## config.mk

```make
export PLATFORM = sky130hd
export DESIGN_NAME = pipe_stage_buf
export DESIGN_NICKNAME = d
export VERILOG_FILES = /design/src/rtl/pipe_stage_buf.sv
export SDC_FILE = /design/constraint.sdc
export NUM_CORES = 1
export LEC_CHECK = 0
export ABC_AREA = 1
export CAP_MARGIN = 10
export CORE_MARGIN = 1.5
export CORE_UTILIZATION = 62
export CTS_CLUSTER_DIAMETER = 150
export DETAILED_ROUTE_END_ITERATION = 10
export DONT_BUFFER_PORTS = 1
export MAX_ROUTING_LAYER = met4
export PLACE_DENSITY = 0.78
export SETUP_SLACK_MARGIN = 0.05
export SLEW_MARGIN = 20
export SYNTH_ARGS = -nofsm -noshare
export SYNTH_HDL_FRONTEND = slang
export SYNTH_SLANG_ARGS = --single-unit
export TNS_END_PERCENT = 50
```

## constraint.sdc

```tcl
create_clock -name clk -period 1.6 [get_ports clk]
set_input_delay 0.24 -clock clk [delete_from_list [all_inputs] [get_ports clk]]
set_output_delay 0.24 -clock clk [all_outputs]
set_load 0.05 [all_outputs]
```

## src/rtl/pipe_stage_buf.sv

```systemverilog
// pipe_stage_buf: valid/ready pipeline stage with stall, flush and a saturating stall counter.
// Define PIPE_STAGE_SKID_EN to add a skid entry so that in_ready is registered.
module pipe_stage_buf #(
    parameter int DATA_W    = 80,
    parameter int STALL_W   = 5,
    parameter int STALL_BIT = 3,
    parameter int CNT_W     = 16
) (
    input  logic              clk,
    input  logic              rst,
    input  logic              in_valid,
    input  logic [DATA_W-1:0] in_data,
    output logic              in_ready,
    output logic              out_valid,
    output logic [DATA_W-1:0] out_data,
    input  logic              out_ready,
    input  logic              flush,
    input  logic [STALL_W-1:0] stall_signal,
    output logic [1:0]        count,
    output logic [CNT_W-1:0]  stall_cycles
);
    logic              w_stl;
    logic              w_in_fire;
    logic              w_out_fire;
    logic              w_unused_stall;
    logic [DATA_W-1:0] r_main;
    logic              r_main_valid;
    logic [CNT_W-1:0]  r_stall_cycles;
    assign w_stl          = stall_signal[STALL_BIT];
    assign w_unused_stall = ^stall_signal;
    assign out_valid      = r_main_valid & ~w_stl & ~rst;
    assign out_data       = r_main;
    assign w_in_fire      = in_valid & in_ready;
    assign w_out_fire     = out_valid & out_ready;
    assign stall_cycles   = r_stall_cycles;
`ifdef PIPE_STAGE_SKID_EN
    logic [DATA_W-1:0] r_skid;
    logic              r_skid_valid;
    assign in_ready = ~r_skid_valid & ~w_stl & ~rst;
    assign count    = {r_skid_valid, r_main_valid & ~r_skid_valid};
    always_ff @(posedge clk) begin
        if (rst) begin
            r_main       <= '0;
            r_main_valid <= 1'b0;
            r_skid       <= '0;
            r_skid_valid <= 1'b0;
        end else if (flush) begin
            r_main_valid <= 1'b0;
            r_skid_valid <= 1'b0;
        end else if (!w_stl) begin
            if (r_skid_valid) begin
                if (w_out_fire) begin
                    r_main       <= r_skid;
                    r_skid_valid <= 1'b0;
                end
            end else if (w_in_fire && r_main_valid && !w_out_fire) begin
                r_skid       <= in_data;
                r_skid_valid <= 1'b1;
            end else if (w_in_fire) begin
                r_main       <= in_data;
                r_main_valid <= 1'b1;
            end else if (w_out_fire) begin
                r_main_valid <= 1'b0;
            end
        end
    end
`else
    // Accepting while full relies on the same-cycle drain, hence the out_ready path.
    assign in_ready = (~r_main_valid | out_ready) & ~w_stl & ~rst;
    assign count    = {1'b0, r_main_valid};
    always_ff @(posedge clk) begin
        if (rst) begin
            r_main       <= '0;
            r_main_valid <= 1'b0;
        end else if (flush) begin
            r_main_valid <= 1'b0;
        end else if (!w_stl) begin
            if (w_in_fire) begin
                r_main       <= in_data;
                r_main_valid <= 1'b1;
            end else if (w_out_fire) begin
                r_main_valid <= 1'b0;
            end
        end
    end
`endif
    // Counts every stalled cycle, flushed or not; only reset clears it.
    always_ff @(posedge clk) begin
        if (rst)
            r_stall_cycles <= '0;
        else if (w_stl && !(&r_stall_cycles))
            r_stall_cycles <= r_stall_cycles + 1'b1;
    end
endmodule

```

# ---- After elaboration in Yosys (flattened, before gate mapping)
# Index checks and enable logic that the tools add are counted.
dict set report totals {
  in_bits 90
  ff_bits 97
  out_inout_bits 100
  wordCells 24
}
dict set report op_classes {
  n_bitwise 11
  reduce_logical 7
  mux 2
  n_addsub 1
}
# operator n
set ops {}
lappend ops {{adder 16 x 1 -> 16 bit (second input constant)} 1}
lappend ops {{AND reduction 16 bit} 1}
lappend ops {{AND 1 bit} 6}
lappend ops {{inverter 1 bit} 4}
lappend ops {{AND reduction 3 bit} 1}
lappend ops {{2-to-1 mux 1 bit} 2}
lappend ops {{AND reduction 2 bit} 1}
lappend ops {{nonzero test 2 bit} 1}
lappend ops {{OR reduction 2 bit} 1}
lappend ops {{logical AND 1 bit} 1}
lappend ops {{logical NOT 1 bit} 1}
lappend ops {{bitwise OR 1 bit} 1}

# ---- Depth between registers and ports, before layout
# Gate-level depths: netlist of run 1.
dict set report depth {
  word_depth 7
  depth_mapped 9
  depth_no_buf 9
}

# ---- Worst setup path before layout of run 1
# OpenSTA, ideal clock, no wires.
dict set report synth_timing {
  kind {reg-to-reg}
  startpoint {reg r_stall_cycles[0], in the netlist stall_cycles[0]}
  endpoint {reg r_stall_cycles[3], in the netlist stall_cycles[3]}
  slack_ns -0.164
  required_time_ns 1.483
  path_buffers 1
  setup_ns 0.117
  synth_period_minus_slack_ns 1.764
  t_arrival_ns 1.646
  path_stages_with_launch 8
  path_cell_list {dfxtp_1 ha_1 nand3_2 nor2_4 nand3_4 buf_6 a21oi_1 nor2_1}
}
dict set report synth_between {
  elab_chain_cells 3
  word_cells_on_any_way 4
  classes_between {add/sub: 1; reduce/logical: 3}
}
# item line_no
set synth_rtl {}
lappend synth_rtl {{start, declared} 28} ;# logic [CNT_W-1:0] r_stall_cycles;
lappend synth_rtl {{start signal, assigned} 92} ;# r_stall_cycles <= r_stall_cycles + 1'b1;
lappend synth_rtl {{branches (longest 3 deep; another with adder 16 x 1 -> 16 bit)} --}
# Several ways; the timed one is not identified.
# A chain may end at the register's enable or synchronous reset.

# ---- Final worst setup path of run 1
dict set report layout_timing {
  startpoint {reg r_main_valid}
  endpoint {out in_ready}
}
dict set report layout_between {
  elab_chain_cells 4
}
# item line_no
set layout_rtl {}
lappend layout_rtl {{start, declared} 27} ;# logic r_main_valid;
lappend layout_rtl {{start signal, assigned} 74} ;# r_main_valid <= 1'b0;
lappend layout_rtl {{start signal, assigned} 76} ;# r_main_valid <= 1'b0;
lappend layout_rtl {{start signal, assigned} 80} ;# r_main_valid <= 1'b1;
lappend layout_rtl {{inverter 1 bit} 69} ;# assign in_ready = (~r_main_valid | out_ready) & ~w_stl & ~rst;
lappend layout_rtl {{bitwise OR 1 bit} 69}
lappend layout_rtl {{AND 1 bit (2 in a row)} 69}
lappend layout_rtl {{end, declared} 13} ;# output logic in_ready,
# No other way between the ends.

==> results of run 1 <==
==> kinds of logic after synthesis <==
group,share of synthesized area [%]
AO/OA/AOI/OAI,12.6
adder cells (fa/ha/maj),0.325
buffers and inverters,7.22
flip-flops,50.5
other,0.0975
AND/OR/NAND/NOR,29.3
==> how the worst max path moves through the flow <==
| stage | slack [ns] | cells past startpoint | to | start |
|---|---|---|---|---|
| 4_1_cts | 0.07 | 6 | in_ready | r_main_valid$_SDFFE_PP0P_ |
| 6_report | 0.16 | 6 | in_ready | r_main_valid$_SDFFE_PP0P_ |
| 3_3_place_gp | 0.19 | 8 | out_data[24]$_SDFFE_PP0P_ | r_main_valid$_SDFFE_PP0P_ |
| 5_1_grt | 0.03 | 7 | stall_cycles[14]$_SDFFE_PP0P_ | stall_cycles[0]$_SDFFE_PP0P_ |
| 3_5_place_dp | 0.15 | 8 | out_data[24]$_SDFFE_PP0P_ | r_main_valid$_SDFFE_PP0P_ |
| 2_1_floorplan | 0.06 | 7 | stall_cycles[15]$_SDFFE_PP0P_ | stall_cycles[0]$_SDFFE_PP0P_ |
==> cells in the final DEF, fill, tap and decap left out, types with 2 or more instances in the layout <==
cell type    n
nand2_1     38
inv_1       11
nor2_1     195
dfxtp_1     81
clkbuf_8    10
o21ai_0     66
nand4_1      2
o21ai_1     15
a21oi_2      2
nor2_2       3
dfxtp_2     16
a21oi_1     12
nor2_4       2
nand3_1     18
nand2_2      4
clkbuf_1     2
buf_8        2
buf_4       28
nand3_2      2
inv_2        6
==> critical path: cells and delay by family (launching register included) <==
family | cells | cell delay (ns)
flip-flops | 1 | 0.33
AND/OR/NAND/NOR | 3 | 0.23
buffers and inverters | 3 | 0.28
==> synth_stat cells (all sizes together) <==
library cell  instances  share of area [%]
o21ai                81                 11
ha                    1               0.33
clkbuf                9                1.1
and2                  1               0.16
and3                  1               0.16
a21oi                14                2.0
nand3                21                3.3
dfxtp                97                 50
nor2                201                 21
inv                  18                1.9
nor3                  2               0.26
nand3b                1               0.20
buf                  20                4.2
conb                  1              0.097
nand2                42                4.4
nand4                 2               0.33
==> power breakdown <==
part	total, mW	internal (mW)	switching (mW)
sequential	2.76	2.49	0.270
clock	1.59	0.771	0.815
combinational	0.261	0.0785	0.183
==> metrics by stage <==
| stage | power (mW) | utilization, % | std cells |
|---|---|---|---|
| finish | 4.60 | 70.9 | 606 |
| global route | 4.75 | 70.9 | 606 |
| CTS | 4.63 | 70.5 | 606 |
| detailed placement | 3.07 | 67.0 | 589 |
| global placement | 3.06 | 67.0 | 589 |
| floorplan | 3.02 | - | 512 |
==> state kept, by name, indices dropped and copies added (netlist names) <==
signal	count
out_data	80
stall_cycles	16
r_main_valid	1
==> final cells by class <==
class	count	area (µm²)	area share (%)
Tap cell	75	93.8	2.22
Timing Repair Buffer	32	262	6.19
Clock inverter	4	51.3	1.21
Sequential cell	97	1960	46.4
Clock buffer	12	145	3.44
Inverter	18	75.1	1.78
Multi-Input combinational cell	368	1640	38.7
==> metal layers <==
layer	vias to the layer above	global-route usage, %	wire [µm]
met5	-	-	0
met4	0	13.4	195
met3	18	8.78	771
met2	145	41.7	4460
met1	1556	29.3	3510
li1	1659	-	-
==> repair_timing <==
item / CTS / global route
hold buffers: 1 / 0
endpoints found under the hold margin: 2 / 0
buffers inserted: 0 / 0
setup endpoints to repair: 0 / 83
resized for setup: 0 / 10
==> results_dict.tcl, run 1 <==
set metrics [dict create \
    start_kind "register" \
    r2r-start "stall_cycles[0]$_SDFFE_PP0P_" \
    final.min_clock_period_ns 1.44 \
    cts-buffers-inserted 9 \
    gp_congestion 0.893 \
    wl_per_cell_um 14.8 \
    reg2reg_setup_slack_ns 0.17 \
    ys_types 29 \
    dp_slack_ns 0.153 \
    slowest_delay_ns 0.33 \
    ys_seq_area_share_pct 50.5 \
    hold_end "out_data[76]$_SDFFE_PP0P_" \
    postRouteAntennaNets 0 \
    drcViolationCount 0 \
    total_leakage_power_nw 1.92 \
    drive_gt1_share_pct 15.8 \
    cts_tree "yes" \
    max-cap-violations 0 \
    grtUsageTotal_pct 26.2 \
    max_slew_margin_pct 64.0 \
    rsz0062_at_grt "true" \
    arrival_ns 1.20 \
    cts.sinks 97 \
    peakVddDrop_mv 0.793 \
    r2r-end "stall_cycles[15]$_SDFFE_PP0P_" \
    fin_crit_sh_pct 89.8 \
    initial_utilization_pct 64.6 \
    first_pass_iters 7 \
    cts_buffer_depth 2 \
    path_max_fanout 3 \
    setup-violations-final 0 \
    fin_tns_setup_ns 0 \
    grt_max_degree 82 \
    synthesis.nets 603 \
    io_buffers 0 \
    clockRootBuffer "clkbuf_8" \
    antennaDiodeCount 0 \
    chipWidth_um 81.8 \
    antenna_found_initial 0 \
    hold_path_depth 2 \
    hold_viol_final 0 \
    final_cell_area_mm2 0.00422 \
    via_count 3378 \
    path_class "reg2out" \
    route.detailed.vias_per_inst 5.57 \
    status "finished clean" \
    grt-ovfl-total 0 \
    htree_num_levels 3 \
    fmax_mhz 696 \
    nets 617 \
    postSynthAreaPerCell_um2 7.51 \
    hp-class "in2reg" \
    final_max_slew_viol_count 0 \
    place_hpwl_um 6160 \
    rr_worst_depth 6 \
    drt_wl_total_um 8940 \
    setup_slack_ns 0.163 \
    synth_warnings 0 \
    clk_latency_ns 0.35 \
    cp_cell_sequence "inv_2 > nor2_2 > nor2_2 > nand2_2 > inv_2 > buf_8" \
    die_h_um 81.8 \
    io_pins 190 \
    die_area_mm2 0.00669 \
    p_per_area_mw_per_mm2 1090 \
    netlist_instances 512 \
    grt_pass1_vias 2929 \
    hold_ws_ns 0.0151 \
    fillCellCount 483 \
    hold_start "in_data[76]" \
    skew_ns 0.00803 \
    synth_seq_cells 97 \
    slowest_stage "dfxtp_2" \
    critPathCaptureType "primary output" \
    area_growth_pct 9.79 \
    cts.clk_slew.worst_paths_ns 0.09 \
    worst_pin_slew_ns 0.539 \
    grt_pass1_wl_um 13000 \
    critPathRequiredTime_ns 1.36 \
    syn-cell-area_mm2 0.00385 \
    drt-initial-drc-count 225 \
    placed_area_mm2 0.00399 \
    core_area_mm2 0.00596 \
    rows 28 \
]
Note: power is estimated with default switching activity, not from simulation.
==> run 2, diff against run 1 <==
--- a/config.mk
+++ b/config.mk
@@ -7,6 +7,7 @@
 export LEC_CHECK = 0
 export ABC_AREA = 1
 export CAP_MARGIN = 10
+export CORE_ASPECT_RATIO = 1.25
 export CORE_MARGIN = 1.5
 export CORE_UTILIZATION = 62
 export CTS_CLUSTER_DIAMETER = 150
==> results_dict.tcl, run 2 (same netlist as run 1, synthesis figures left out) <==
set metrics [dict create \
    r2r-start "stall_cycles[0]$_SDFFE_PP0P_" \
    placed_area_mm2 0.00407 \
    final_max_slew_viol_count 0 \
    grt-ovfl-total 0 \
    rr_worst_depth 7 \
    fmax_mhz 670 \
    die_area_mm2 0.00669 \
    critPathCaptureType "primary output" \
    critPathRequiredTime_ns 1.36 \
    rsz0062_at_grt "true" \
    worst_pin_slew_ns 0.540 \
    htree_num_levels 3 \
    cts_buffer_depth 2 \
    path_class "reg2out" \
    max-cap-violations 0 \
    io_buffers 0 \
    p_per_area_mw_per_mm2 1070 \
    start_kind "register" \
    skew_ns 0.0123 \
    via_count 3383 \
    largest_register_ffs 80 \
    drcViolationCount 0 \
    setup-violations-final 0 \
    io_pins 190 \
    antenna_found_initial 0 \
    cts.clk_slew.worst_paths_ns 0.10 \
    place_hpwl_um 6130 \
    cts.sinks 97 \
    area_growth_pct 12.9 \
    peakVddDrop_mv 0.946 \
    wl_per_cell_um 14.2 \
    grt_pass1_vias 3102 \
    fin_tns_setup_ns 0 \
    total_leakage_power_nw 1.96 \
    post_cts_buffers 0 \
    r2r-end "stall_cycles[12]$_SDFFE_PP0P_" \
    hold_viol_final 0 \
    cts-buffers-inserted 9 \
    final.min_clock_period_ns 1.49 \
    grt_pass1_wl_um 13900 \
    drive_gt1_share_pct 15.8 \
    hp-class "in2reg" \
    nets 624 \
    clk_latency_ns 0.36 \
    clockRootBuffer "clkbuf_8" \
    drt-initial-drc-count 135 \
    core_area_mm2 0.00590 \
    first_pass_iters 4 \
    hold_path_depth 2 \
    path_max_fanout 3 \
    grtUsageTotal_pct 27.0 \
    hold_start "in_data[17]" \
    chipWidth_um 73.5 \
    drt_wl_total_um 8830 \
    layout_commonest_cell "nor2_1" \
    hold_end "out_data[17]$_SDFFE_PP0P_" \
    postRouteAntennaNets 0 \
    fin_crit_sh_pct 93.3 \
    final_cell_area_mm2 0.00434 \
    hold_ws_ns 0.00890 \
    grt_max_degree 34 \
    layout_common_cells "nor2_1, dfxtp_1, o21ai_0" \
    max_slew_margin_pct 64.0 \
    route.detailed.vias_per_inst 5.46 \
    die_h_um 91.1 \
    reg2reg_setup_slack_ns 0.17 \
    cts_tree "yes" \
    initial_utilization_pct 65.3 \
    rows 31 \
    arrival_ns 1.25 \
    gp_congestion 0.919 \
    status "finished clean" \
    antennaDiodeCount 0 \
]
run 2: cell types whose count changed in the layout (fill, tap and decap cells not counted), moves of 2 or more:
| cell | change |
|---|---|
| dlygate4sd3_1 | +5 |
| buf_12 | +4 |
| buf_8 | -2 |
| clkinvlp_4 | +2 |
| inv_2 | -2 |
run 2: timing repair:
item,in CTS,in global routing
endpoints found under the hold margin,7,0
hold buffers,6,0
gates resized for setup,2,2
endpoints found under the setup margin,1,7
run 2: area by class of cell:
cell class | instances | area (µm²)
clock buffers | 11 | 141
inverters | 18 | 76.3
clock inverters | 5 | 62.6
flip-flops and latches | 97 | 1960
well taps | 82 | 103
fillers | 489 | 1550
multi-input cells | 368 | 1640
repair buffers | 39 | 362
run 2: worst max-delay path by stage:
stage                                      start  slack (ns)  cells past startpoint                            end
finish                 r_main_valid$_SDFFE_PP0P_        0.11                      5                       in_ready
global route        stall_cycles[0]$_SDFFE_PP0P_        0.04                      8  stall_cycles[12]$_SDFFE_PP0P_
CTS                    r_main_valid$_SDFFE_PP0P_        0.07                      5                       in_ready
detailed placement     r_main_valid$_SDFFE_PP0P_        0.17                      8       out_data[6]$_SDFFE_PP0P_
global placement    stall_cycles[0]$_SDFFE_PP0P_        0.24                      6   stall_cycles[6]$_SDFFE_PP0P_
floorplan           stall_cycles[0]$_SDFFE_PP0P_        0.06                      7  stall_cycles[15]$_SDFFE_PP0P_
run 2: critical path, stage by stage, from the launching register on:
cell,delay (ns)
dfxtp_2,0.33
inv_1,0.05
nor2_1,0.11
nor2_2,0.06
nand2_4,0.10
clkinvlp_4,0.25
run 2: metal layers:
layer	share of wire [%]	global-route usage [%]
met2	50	44.2
met1	40	30.6
met4	2.8	14.4
met5	0	-
met3	6.9	4.88
run 2: report_power, final:
group          switching [mW]  leakage, nW  internal (mW)
clock network           0.843       0.0962          0.774
logic                   0.185         1.07         0.0950
registers               0.273        0.795           2.49
run 2: per-stage QoR:
step / utilization, % / instances / setup slack [ns] / total power [mW]
finish: 73.7 / 620 / 0.107 / 4.66
global route: 73.7 / 620 / 0.0437 / 4.81
CTS: 73.6 / 620 / 0.0700 / 4.68
detailed placement: 69.0 / 598 / 0.174 / 3.08
global placement: 69.0 / 598 / 0.245 / 3.07
floorplan: - / 512 / 0.0602 / 3.02
==> variant: new RTL, config.mk and constraints of run 1 <==
The parameter `DATA_W` goes from 80 to 72.
--- a/src/rtl/pipe_stage_buf.sv
+++ b/src/rtl/pipe_stage_buf.sv
@@ -2,5 +2,5 @@
 // Define PIPE_STAGE_SKID_EN to add a skid entry so that in_ready is registered.
 module pipe_stage_buf #(
-    parameter int DATA_W    = 80,
+    parameter int DATA_W    = 72,
     parameter int STALL_W   = 5,
     parameter int STALL_BIT = 3,
Interface: changed (resized in_data and out_data); port bits go from 190 to 174. The function was not compared with the original's and may differ.
==> variant against run 1 <==
Total power is 7.8% lower. Synthesized area is 7.7% lower. Final cell count is 6.3% lower. Sequential cell count is 8 lower. Clock power is 7% lower. Critical path depth is 1 lower. Setup slack worse by 0.083 ns. Via count is 7.4% lower. Highest routed layer unchanged. Global-route usage is 1.4 points higher. Wire length is 7.3% lower. Cell area is 6.2% lower.
==> variant: results (changes against run 1) <==
metric;value;unit;change
Largest register FFs;72;;-10%
sequential-to-total area share from yosys stat;50.2;%;-0.31 points
outcome;finished clean;;
vias in the first global route;2912;;-0.58%
Net Count, Synth;562;;-6.8%
largest net degree at the start of global routing;81;;-1.2%
commonest cells in the synthesized netlist;nor2_1, dfxtp_1, o21ai_0, nand2_1, nand3_1;;
grt met3 use;8.28;%;-0.50 points
WL met1;3280;microns;-6.7%
Synth area leaders;dfxtp_1, nor2_1, o21ai_0, nand2_1, nand3_1;;
HPWL Detailed;5530;microns;-10%
CP top delay family;flip-flops;;
Initial DRC Count;139;;-38%
share of cells above drive strength 1;15.9;%;+0.11 points
htree depth;3;;unchanged
Global Route Usage Sum;27.6;%;+1.4 points
DRT Pass-1 Iters;4;;-3
global-route wire length before repair;13200;microns;+1.5%
Unique masters post-synth;25;;-14%
GPL Wtd Cong;0.918;;+2.8%
pwr/cell area;1070;nW/um^2;-1.7%
per-cell routed wire length;14.6;microns;-1.1%
Clock Power;1480;uW;-7%
GR met1 Demand/Resource;33.0;%;+3.7 points
met3 routed WL;674;microns;-13%
Pleak;0.00181;uW;-5.7%
Post-Route Skew;0.00881;ns;+0.000781 ns
vias;3128;;-7.4%
Layout Nets;574;;-7.0%
grt ovf;0;;unchanged
WL met2;4180;microns;-6.3%
worst vdd ir;0.718;mV;-9.4%
Worst Tran Pin Value;0.534;ns;-0.00486 ns
met2 Use GR;44.7;%;+3.0 points
-- variant: logic make-up after synthesis --
logic type	count (synthesis)	share of synthesized area, %
compound gates	85	12.0
fa+ha+maj	1	0.352
other cells	1	0.106
buf+inv	46	6.59
flops	89	50.2
simple gates	257	30.8
-- variant: final timing paths --
path | from | to | slack (ns) | cells after the start
max | r_main_valid | in_ready | 0.08 | 5
min | in_data[51] | out_data[51] | 0.02 | 2
max reg2reg | stall_cycles[0] | stall_cycles[7] | 0.17 | 6
min reg2reg | stall_cycles[1] | stall_cycles[1] | 0.53 | 2
-- variant: stage by stage --
stage               instances  hold WS [ns]  instance area [sq um]  utilization, %
detailed placement        548         0.317                   3710            67.4
global placement          548         0.311                   3710            67.4
global route              568       0.00749                   3960            71.9
finish                    568        0.0238                   3960            71.9
CTS                       565        0.0145                   3910            71.1
floorplan                 479         0.309                   3580               -
-- variant: area by class of cell --
cell class / count / area [sq um] / share of cell area [%]
Multi-Input combinational cell: 345 / 1570 / 39.7
Inverter: 20 / 83.8 / 2.12
Timing Repair Buffer: 26 / 223 / 5.62
Clock inverter: 5 / 53.8 / 1.36
Tap cell: 72 / 90.1 / 2.27
Sequential cell: 89 / 1810 / 45.6
Clock buffer: 11 / 131 / 3.32
-- variant: what timing repair did --
action,in CTS,in global routing
resized for setup,2,8
setup buffers,0,2
hold buffers,1,0
gates cloned,0,1
pin swaps,0,3
endpoints found under the setup margin,7,20
endpoints found under the hold margin,1,0
-- variant: worst reg2reg max path, delay by kind of cell, from the launching register on --
kind	cells	cell delay (ns)
simple gates	4	0.58
compound gates	1	0.18
fa+ha+maj	1	0.21
flops	1	0.38
